===== src/rtl/stdp_array.sv =====
// stdp_array: pair-based spike-timing-dependent plasticity for N_CH synapses onto one neuron.
// Optional feature macro: STDP_LTD_EN enables the depression (LTD) path and the post timer.
// Without it, ltd_mask is tied to zero and only potentiation (LTP) occurs.
// Pipeline: event sampled in cycle k -> masks/steps registered (k+1) -> weights written (k+2).
// Reset is synchronous and active-high on rst_n (1 = reset).

module stdp_array #(
  parameter int unsigned N_CH    = 4,
  parameter int unsigned T_W     = 8,
  parameter int unsigned W_W     = 8,
  parameter int unsigned WIN     = 16,
  parameter int unsigned A_PLUS  = 16,
  parameter int unsigned A_MINUS = 8,
  parameter int unsigned TAU_SH  = 2,
  parameter int unsigned W_INIT  = 64,
  parameter int unsigned W_MAX   = 255
) (
  input  logic                 clk,
  input  logic                 rst_n,
  input  logic [N_CH-1:0]      pre_spike,
  input  logic                 post_spike,
  input  logic                 learn_en,
  output logic [N_CH*W_W-1:0]  weight,
  output logic [N_CH-1:0]      ltp_mask,
  output logic [N_CH-1:0]      ltd_mask,
  output logic                 update_valid
);

  localparam logic [T_W-1:0] TMax = '1;
  localparam logic [T_W-1:0] WinT = T_W'(WIN);
  localparam logic [W_W:0]   WMaxX = (W_W+1)'(W_MAX);

  // dt in [1, WIN]; a saturated timer (no prior spike) is always outside the window
  function automatic logic in_win(input logic [T_W-1:0] dt);
    return (dt != '0) && (dt <= WinT);
  endfunction

  // Step halves every 2^TAU_SH cycles of dt; large shifts naturally yield zero
  function automatic logic [W_W-1:0] step_of(input logic [T_W-1:0] dt, input int unsigned amp);
    logic [T_W-1:0] sh;
    logic [31:0]    s;
    sh = (dt - T_W'(1)) >> TAU_SH;
    s  = 32'(amp) >> sh;
    return s[W_W-1:0];
  endfunction

  logic [T_W-1:0]  pre_timer_q [N_CH];
  logic [N_CH-1:0] ltp_d, ltp_q;
  logic [N_CH-1:0] ltd_d;
  logic [W_W-1:0]  step_d [N_CH];
  logic [W_W-1:0]  step_q [N_CH];
  logic            valid_q;
  logic [W_W-1:0]  weight_q [N_CH];
  logic [W_W-1:0]  weight_d [N_CH];

  // Per-channel pre timers: load 1 on spike, otherwise count up and saturate
  always_ff @(posedge clk) begin
    for (int i = 0; i < N_CH; i++) begin
      if (rst_n) begin
        pre_timer_q[i] <= TMax;
      end else if (pre_spike[i]) begin
        pre_timer_q[i] <= T_W'(1);
      end else if (pre_timer_q[i] != TMax) begin
        pre_timer_q[i] <= pre_timer_q[i] + T_W'(1);
      end
    end
  end

`ifdef STDP_LTD_EN
  logic [T_W-1:0]  post_timer_q;
  logic [N_CH-1:0] ltd_q;

  // Post timer, same load/saturate behaviour as the pre timers
  always_ff @(posedge clk) begin
    if (rst_n) begin
      post_timer_q <= TMax;
    end else if (post_spike) begin
      post_timer_q <= T_W'(1);
    end else if (post_timer_q != TMax) begin
      post_timer_q <= post_timer_q + T_W'(1);
    end
  end

  assign ltd_mask = ltd_q;
`else
  assign ltd_mask = '0;
`endif

  // Event decode: LTP needs post=1 and LTD needs post=0, so they are mutually exclusive
  always_comb begin
    ltp_d = '0;
    ltd_d = '0;
    for (int i = 0; i < N_CH; i++) begin
      step_d[i] = '0;
      if (learn_en && post_spike && !pre_spike[i] && in_win(pre_timer_q[i])) begin
        ltp_d[i]  = 1'b1;
        step_d[i] = step_of(pre_timer_q[i], A_PLUS);
      end
`ifdef STDP_LTD_EN
      else if (learn_en && pre_spike[i] && !post_spike && in_win(post_timer_q)) begin
        ltd_d[i]  = 1'b1;
        step_d[i] = step_of(post_timer_q, A_MINUS);
      end
`endif
    end
  end

  // Stage 1: register masks and steps; reset discards any pending update
  always_ff @(posedge clk) begin
    if (rst_n) begin
      ltp_q   <= '0;
      valid_q <= 1'b0;
      for (int i = 0; i < N_CH; i++) step_q[i] <= '0;
    end else begin
      ltp_q   <= ltp_d;
      valid_q <= |(ltp_d | ltd_d);
      for (int i = 0; i < N_CH; i++) step_q[i] <= step_d[i];
    end
  end

`ifdef STDP_LTD_EN
  // LTD mask register, reset alongside stage 1
  always_ff @(posedge clk) begin
    if (rst_n) ltd_q <= '0;
    else       ltd_q <= ltd_d;
  end
`endif

  // Weight next-state: one extra bit of headroom, clamp to [0, W_MAX]
  always_comb begin
    for (int i = 0; i < N_CH; i++) begin
      logic [W_W:0] sum;
      logic [W_W:0] diff;
      sum         = {1'b0, weight_q[i]} + {1'b0, step_q[i]};
      diff        = {1'b0, weight_q[i]} - {1'b0, step_q[i]};
      weight_d[i] = weight_q[i];
      if (ltp_q[i]) begin
        weight_d[i] = (sum > WMaxX) ? WMaxX[W_W-1:0] : sum[W_W-1:0];
      end else if (ltd_mask[i]) begin
        weight_d[i] = diff[W_W] ? '0 : diff[W_W-1:0];
      end
    end
  end

  // Stage 2: weight storage
  always_ff @(posedge clk) begin
    for (int i = 0; i < N_CH; i++) begin
      if (rst_n) weight_q[i] <= W_W'(W_INIT);
      else       weight_q[i] <= weight_d[i];
    end
  end

  // Flatten weights onto the output bus
  always_comb begin
    weight = '0;
    for (int i = 0; i < N_CH; i++) weight[i*W_W +: W_W] = weight_q[i];
  end

  assign ltp_mask     = ltp_q;
  assign update_valid = valid_q;

endmodule

===== config.mk =====
export PLATFORM = sky130hd
export DESIGN_NAME = stdp_array
export DESIGN_NICKNAME = d
export VERILOG_FILES = /design/src/rtl/stdp_array.sv
export SDC_FILE = /design/constraint.sdc
export NUM_CORES = 1
export LEC_CHECK = 0
export ABC_CLOCK_PERIOD_IN_PS = 2200
export BUFFER_PORTS_ARGS = -buffer_cell sky130_fd_sc_hd__buf_2
export CORE_UTILIZATION = 55
export DETAILED_ROUTE_END_ITERATION = 8
export PLACE_DENSITY_LB_ADDON = 0.25
export SLEW_MARGIN = 5
export SYNTH_ARGS = -nofsm -noshare
export SYNTH_HDL_FRONTEND = slang
export SYNTH_SLANG_ARGS = --single-unit

===== constraint.sdc =====
create_clock -name clk -period 2.2 [get_ports clk]
set_input_delay 0.44 -clock clk [delete_from_list [all_inputs] [get_ports clk]]
set_output_delay 0.44 -clock clk [all_outputs]
set_load 0.01 [all_outputs]

==> results of run 1 <==
[registers in the layout, summed over array words and instances (netlist names)]
| register | count |
|---|---|
| weight_q | 32 |
| update_valid | 1 |
| pre_timer_q | 32 |
| step_q | 20 |
| ltp_mask | 4 |
[per-layer routing]
| layer | vias up | GRT usage, % | share of wire, % |
|---|---|---|---|
| met5 | - | 0 | 0 |
| met4 | 0 | 8.04 | 1.5 |
| met3 | 14 | 4.01 | 4.0 |
| met2 | 85 | 37.2 | 49 |
| met1 | 1863 | 28.1 | 45 |
| li1 | 2010 | - | - |
[worst paths after layout]
check / from / endpoint / slack, ps / cells past startpoint
min reg2reg: weight_q[3][2] / weight_q[3][2] / 510 / 2
min: pre_spike[2] / pre_timer_q[2][6] / 460 / 2
max reg2reg: weight_q[3][0] / weight_q[3][0] / 200 / 7
max: weight_q[3][0] / weight_q[3][0] / 200 / 7
[layout by cell type (no fill, tap or decap), types with 3 or more instances in the layout]
master    count
a211o_1       6
a211oi_1     13
a21o_1        8
a21oi_1      24
a22oi_1       3
a311oi_1      7
a31oi_1      12
and2_1        3
and3_1        5
and3_4        3
and4_1        5
buf_2        44
buf_4         6
clkbuf_8     11
conb_1        8
dfxtp_1      57
edfxtp_1     32
fa_1          4
ha_1         28
inv_1        32
mux2i_1       4
nand2_1      20
nand2b_1      3
nand3_1      16
nand3b_1      4
nand4_1       5
nor2_1       33
nor2b_1       5
nor3_1       32
nor3b_1       6
nor4_1        4
nor4b_1       3
o21a_1        3
o21ai_0      47
or2_2         5
xnor2_1      28
xor2_1       21
[layout make-up]
| class | instances | area share [%] |
|---|---|---|
| repair buffers | 50 | 4.80 |
| clock buffers | 14 | 3.33 |
| well taps | 108 | 2.45 |
| inverters | 32 | 2.17 |
| multi-input cells | 393 | 49.0 |
| clock inverters | 2 | 0.181 |
| flip-flops and latches | 89 | 38.1 |
[stage by stage]
stage	hold slack, ps	cell area [sq um]	setup slack [ps]	utilization [%]
CTS	448	5520	168	62.7
detailed placement	501	5330	180	60.5
finish	464	5520	203	62.7
global placement	490	5330	246	60.5
global route	463	5520	20.0	62.7
floorplan	518	5070	216	-
[logic make-up (layout without fill, tap and decap cells)]
family,count (synthesis),count (layout),share of synthesized area (%)
AOI/OAI and AO/OA,136,136,17.1
xor gates and xnor gates,49,49,8.50
adders and majority gates,32,32,8.53
buffers and inverters,58,98,5.26
DFF,89,89,41.6
muxes,4,4,0.793
other,1,8,0.0743
and+or+nand+nor,164,164,18.1
[worst register-to-register path: stages, from the launching register on]
cell and delay (ps):
dfxtp_1 330, ha_1 240, fa_1 430, a211oi_1 260, o21bai_1 160, a41oi_1 230, buf_4 170, a211oi_1 70
[power groups by stage]
stage	clock (W)	combinational (W)	sequential, W
2_1_floorplan	0	0.000295	0.00184
5_1_grt	0.00118	0.000350	0.00187
3_3_place_gp	0	0.000293	0.00189
4_1_cts	0.00111	0.000309	0.00185
3_5_place_dp	0	0.000305	0.00189
6_report	0.00108	0.000308	0.00186
==> run metrics, run 1 <==
initial antenna violation count 0; latest clock arrival within the worst-skew pair 350 ps; sequential fraction of the synthesis area 41.6%; Tcrit/Tclk final 90.8%; leading area contributor after synthesis dfxtp_1; Mapped Area 0.00505 sq mm; Site Rows 34; vias after detailed routing 3972; relative slew slack 52.5%; All-Layer GR Usage 22.0%; Syn Area/Cell 9.47 sq um; ant diodes 0; Ports 49; Layout Nets 615; Post-Synthesis Cells 533; Max-Cap Viols 0; hold crit path type in -> reg; warning count from the yosys run 0; slowest cell on the critical path fa_1; Detail Placement HPWL 7.38 mm; Final Skew 8.65 ps; die height 97.8 microns; top-area cell type share of the netlist area 22.6%; Crit path max-delay family compound AO/OA/AOI/OAI gates; GP Congestion 0.850; Critical Path Max Stage Delay 430 ps; Logic pwr share 9.5%; Hold Buf Count CTS 0; clock share of power 33.3%; Main synth FF type dfxtp_1; total gr overflow 0; antenna viol nets, final 0; crit path DAT 2220 ps; Clock Path Buffers 2; largest net degree at the start of global routing 21; Psw 0.000791 W; Inst Count DP 672; layout cell share with drive strength beyond 1 14.1%; #FFs+latches synth 89; number of post-CTS setup repair buffers 0; CP bufs+invs 1; Wirelength per Cell 14.5 microns; minimum clock period 2000 ps; final setup fails 0; CP Class reg -> reg; CP dominant cell by count a211oi_1; Final Max Tran Viols 0; clock sink count 89; P&R area growth vs syn 9.42%; post-CTS sizing 0; vias in the first global route 3751; setup_tns 0 ps; Starting Density 57.3%; Worst-path clk slew 80 ps; Yosys cell types 56; Worst Setup End Kind register; die width 97.8 microns; Clock Root Buffer clkbuf_8; CP max FO 5; CTS tree built; drt drc 10; fmax 501 MHz; TritonCTS Buffers 9; startpoint types register; Tot Pwr 0.00324 W; drt initial violations 160; FILL cells 766; drt pass-1 iters 7; register share of total power 57.2%; Slew @ Worst Pin 702 ps; Die Area 0.00956 sq mm; WP data required 2430 ps; Switching Fraction 24.4%; WL final 10.0 mm; power density cells 587 mW/mm^2; final std cells w/o fill 688; synth cell count leaders dfxtp_1 (57), o21ai_0 (47), nor2_1 (33); RSZ-0062 raised after global routing no; FF+latch area 0.00210 sq mm; placeable core region 0.00881 sq mm; Async S/R FF share, synth 0%; crit path cell chain ha_1 -> fa_1 -> a211oi_1 -> o21bai_1 -> a41oi_1 -> buf_4 -> a211oi_1; input/output buffers 44; footprint of the multi-input gates 0.00271 sq mm; failing checks design-rule violations; status finished with violations; H-tree levels 3; Final Hold Violating Endpoints 0; Pleak 2.29 nW; most frequent cell after synthesis dfxtp_1; first-pass GRT wire length 17.1 mm; Post-synth EDFFs 32; Via density 5.77; Pint 0.00245 W; most area-consuming cells after synthesis dfxtp_1 (23%), edfxtp_1 (19%), ha_1 (6.9%); maximum VDD drop 0.410 mV
No activity file was read; power rests on OpenSTA's default activity.
==> inputs of run 2 (changes only) <==
--- a/config.mk
+++ b/config.mk
@@ -7,6 +7,7 @@
 export LEC_CHECK = 0
 export ABC_CLOCK_PERIOD_IN_PS = 2200
 export BUFFER_PORTS_ARGS = -buffer_cell sky130_fd_sc_hd__buf_2
+export CORE_MARGIN = 2
 export CORE_UTILIZATION = 55
 export DETAILED_ROUTE_END_ITERATION = 8
 export PLACE_DENSITY_LB_ADDON = 0.25
==> run metrics, run 2 (synthesis gave the netlist of run 1 again) <==
Layout Nets 613; layout cell share with drive strength beyond 1 14.2%; R2R depth 6; WP data required 2400 ps; Wirelength per Cell 14.6 microns; placeable core region 0.00881 sq mm; Clock Path Buffers 2; die width 99.8 microns; CP Class reg -> reg; WL met3 416 microns; crit path cell chain ha_1 -> fa_1 -> a211oi_1 -> o21bai_2 -> nand4_1 -> a311oi_1; met1 WL 4.69 mm; Detail Placement HPWL 7.29 mm; worst hold path cell count 2; biggest regs pre_timer_q x32, weight_q x32, step_q x20; largest net degree at the start of global routing 29; Worst-path clk slew 90 ps; maximum VDD drop 0.298 mV; fmax 479 MHz; die height 99.8 microns; relative slew slack 55.4%; Clock Root Buffer clkbuf_8; hold_sp pre_spike[1]; Tcrit/Tclk final 94.9%; Die Area 0.00996 sq mm; Worst Setup End Kind register; Critical Path Max Stage Delay 470 ps; CP max FO 5; drt pass-1 iters 4; Final Skew 8.47 ps; Via density 5.76; Crit path max-delay family adder cells; CP bufs+invs 0; most common cell after layout, fill and taps aside dfxtp_1; latest clock arrival within the worst-skew pair 350 ps; All-Layer GR Usage 20.8%; crit path DAT 2290 ps; reg2reg start weight_q[2][0]; Top Layer Used met4; input/output buffers 44; Tot Pwr 0.00326 W; Slew @ Worst Pin 660 ps; vias after detailed routing 3948; slowest cell on the critical path fa_1; minimum clock period 2090 ps; status complete, no violations; Max-Cap Viols 0; hold crit path type in -> reg; final std cells w/o fill 686; WHS 438 ps; initial antenna violation count 0; R2R Setup Slk 110 ps; Inst Count DP 670; Starting Density 57.3%; Ports 49; first-pass GRT wire length 16.8 mm; TritonCTS Buffers 9; RSZ-0062 raised after global routing no; vias in the first global route 3662; Hold Path End pre_timer_q[1][6]; total gr overflow 0; antenna viol nets, final 0; reg2reg end weight_q[2][1]; Final Hold Violating Endpoints 0; drt drc 0; Pleak 2.29 nW; startpoint types register; most frequent cells in the layout dfxtp_1 (57), o21ai_0 (47), buf_2 (44); GP Congestion 0.866; CTS tree built; P&R area growth vs syn 9.37%; setup_tns 0 ps; H-tree levels 3; ant diodes 0; power density cells 591 mW/mm^2; WL final 10.0 mm; final setup fails 0; drt initial violations 193; clock sink count 89; WL met2 4.76 mm; Site Rows 34; Final Max Tran Viols 0
==> run 2: worst max path at each step <==
| stage | from | end | slack [ps] | cells past startpoint |
|---|---|---|---|---|
| floorplan | weight_q[3][0] | weight_q[3][2] | 220 | 6 |
| detailed placement | weight_q[3][0] | weight_q[3][3] | 30 | 6 |
| global route | weight_q[3][0] | weight_q[3][3] | 10 | 6 |
| global placement | weight_q[3][0] | weight_q[3][2] | 70 | 6 |
| CTS | weight_q[3][0] | weight_q[3][3] | 140 | 6 |
| finish | weight_q[2][0] | weight_q[2][1] | 110 | 6 |
==> run 2: layout make-up <==
type                       count  area, sq um
clock buffer                  12          178
clock inverter                 4         21.3
fill                         732         3290
inverter                      32          120
multi-input combinational    393         2710
sequential                    89         2100
tap                          108          135
timing repair buffer          48          250
==> run 2: power breakdown <==
part           switching [W]  total (W)  internal, W
registers          0.0000887    0.00186      0.00177
clock network       0.000557    0.00110     0.000544
logic               0.000163   0.000304     0.000141
total               0.000809    0.00326      0.00245
==> run 2: worst reg2reg max path: stages, from the launching register on <==
cell and delay [ps]:
dfxtp_1 340, ha_1 250, fa_1 470, a211oi_1 350, o21bai_2 160, nand4_1 230
a311oi_1 140
==> run 2: metal layers <==
| layer | vias to the layer above | GRT usage (%) |
|---|---|---|
| met5 | - | 0 |
| met4 | 0 | 7.80 |
| met1 | 1862 | 27.4 |
| met2 | 71 | 33.7 |
| li1 | 2003 | - |
| met3 | 12 | 4.60 |
==> run 2: timing repair <==
| action | CTS | global route |
|---|---|---|
| setup buffers | 0 | 0 |
| endpoints found under the setup margin | 1 | 1 |
| resized for setup | 1 | 0 |
| pin swaps | 0 | 1 |
| hold buffers | 0 | 0 |
==> run 2: per-stage QoR <==
step                      util (%)  setup slack [ps]  cell area (sq um)
after floorplan                  -               216               5070
after CTS                     62.7               137               5520
after global placement        60.3              71.6               5310
final                         62.7               112               5520
after detailed placement      60.3              26.9               5310
after global routing          62.7              11.8               5520
==> inputs of run 3 (changes only) <==
--- a/config.mk
+++ b/config.mk
@@ -7,8 +7,10 @@
 export LEC_CHECK = 0
 export ABC_CLOCK_PERIOD_IN_PS = 2200
 export BUFFER_PORTS_ARGS = -buffer_cell sky130_fd_sc_hd__buf_2
+export CELL_PAD_IN_SITES_DETAIL_PLACEMENT = 0
+export CELL_PAD_IN_SITES_GLOBAL_PLACEMENT = 2
 export CORE_MARGIN = 2
-export CORE_UTILIZATION = 55
+export CORE_UTILIZATION = 38
 export DETAILED_ROUTE_END_ITERATION = 8
 export PLACE_DENSITY_LB_ADDON = 0.25
 export SLEW_MARGIN = 5
==> run metrics, run 3 (synthesis gave the netlist of run 1 again) <==
status complete, no violations; clock sink count 89; H-tree levels 3; placeable core region 0.0131 sq mm; Hold Buf Count CTS 0; slowest cell on the critical path fa_1; Clock Root Buffer clkbuf_16; Worst Setup End Kind register; vias after detailed routing 3914; footprint of the multi-input gates 0.00271 sq mm; Wirelength per Cell 14.2 microns; initial antenna violation count 0; GR met2 Demand/Resource 24.6%; Starting Density 38.6%; Final Skew 10.8 ps; Detail Placement HPWL 7.65 mm; relative slew slack 56.1%; drt initial violations 209; startpoint types register; input/output buffers 44; FF+latch area 0.00210 sq mm; Psw 0.000899 W; fmax 493 MHz; first-pass GRT wire length 18.3 mm; grt met1 use 21.8%; Site Rows 42; minimum clock period 2030 ps; die width 119 microns; CTS tree built; Final Hold Violating Endpoints 0; Critical Path Max Stage Delay 430 ps; Via density 5.18; final setup fails 0; die height 119 microns; Die Area 0.0142 sq mm; TritonCTS Buffers 9; Switching Fraction 24.0%; All-Layer GR Usage 15.9%; CP Class reg -> reg; RSZ-0062 raised after global routing no; GR peak layer met2; layout cell share with drive strength beyond 1 14.1%; WP data required 2420 ps; Clock Path Buffers 2; Slew @ Worst Pin 649 ps; drt drc 0; CP bufs+invs 0; Logic pwr share 8.3%; P&R area growth vs syn 13.2%; power density cells 655 mW/mm^2; Layout Nets 615; post-route cell area 0.00571 sq mm; Final Max Tran Viols 0; latest clock arrival within the worst-skew pair 350 ps; clock share of power 42.0%; hold crit path type in -> reg; Pleak 2.34 nW; Max-Cap Viols 0; crit path cell chain ha_1 -> fa_1 -> a211o_1 -> a21oi_2 -> or3b_1 -> a31oi_1; GP Congestion 0.756; FILL cells 1308; antenna viol nets, final 0; biggest regs pre_timer_q x32, weight_q x32, step_q x20; Global Route met3 Usage 3.83%; Worst-path clk slew 70 ps; Crit path max-delay family adder cells; Tcrit/Tclk final 92.2%; WL final 10.7 mm; Post-DP Area 0.00541 sq mm; Ports 49; crit path DAT 2250 ps; total gr overflow 0; maximum VDD drop 0.357 mV; CP max FO 6; vias in the first global route 3809; setup_tns 0 ps; ant diodes 0; largest net degree at the start of global routing 17; Pint 0.00284 W; register share of total power 49.7%; most common cell after layout, fill and taps aside dfxtp_1; most frequent cells in the layout dfxtp_1 (57), o21ai_0 (47), buf_2 (44); drt pass-1 iters 4
-- run 3: cell count changes in the layout (fill, tap and decap cells not counted) --
cell | before | now
a211oi_2 | 0 | 1
clkinv_2 | 3 | 0
a41oi_1 | 1 | 2
clkbuf_4 | 0 | 1
buf_4 | 4 | 6
a41oi_2 | 1 | 0
bufinv_16 | 0 | 1
clkbuf_8 | 9 | 1
clkbuf_16 | 2 | 9
a211oi_1 | 13 | 12
clkbuf_1 | 1 | 3
-- run 3: path summary, 6_finish.rpt --
kind	depth (start not counted)	from	slack (ps)	to
worst max-delay path	6	weight_q[1][0]	170	weight_q[1][5]
worst min-delay path	2	pre_spike[2]	470	pre_timer_q[2][6]
worst max register to register	6	weight_q[1][0]	170	weight_q[1][5]
worst min register to register	2	weight_q[2][4]	510	weight_q[2][4]
-- run 3: area by class of cell --
type,count,area share (%)
Multi-Input combinational cell,393,47.5
Sequential cell,89,36.8
Timing Repair Buffer,50,4.64
Clock buffer,14,4.51
Tap cell,176,3.85
Inverter,32,2.10
Clock inverter,2,0.635
-- run 3: power by group through the flow --
stage	clock network (W)	registers (W)	logic, W
2_1_floorplan	0	0.00184	0.000295
6_report	0.00157	0.00186	0.000309
3_3_place_gp	0	0.00189	0.000303
4_1_cts	0.00161	0.00186	0.000311
3_5_place_dp	0	0.00189	0.000307
5_1_grt	0.00167	0.00187	0.000355
-- run 3: what timing repair did --
action / 4_1_cts / 5_1_grt
setup buffers: 0 / 0
gates resized for setup: 0 / 1
setup endpoints to repair: 0 / 2
-- run 3: stage by stage --
step	cells	worst slack (ps)	hold WS (ps)	util, %	power (W)
after detailed placement	740	148	505	41.4	0.00220
after global placement	740	169	491	41.4	0.00220
after floorplan	540	216	518	-	0.00214
after global routing	756	33.2	470	43.7	0.00389
after CTS	756	113	453	43.6	0.00378
final	756	171	465	43.7	0.00374
-- run 3: routing by layer --
layer | share of wire, % | vias up
met5 | 0 | -
met2 | 44 | 53
met3 | 3.5 | 10
met4 | 1.4 | 0
li1 | - | 2002
met1 | 51 | 1849
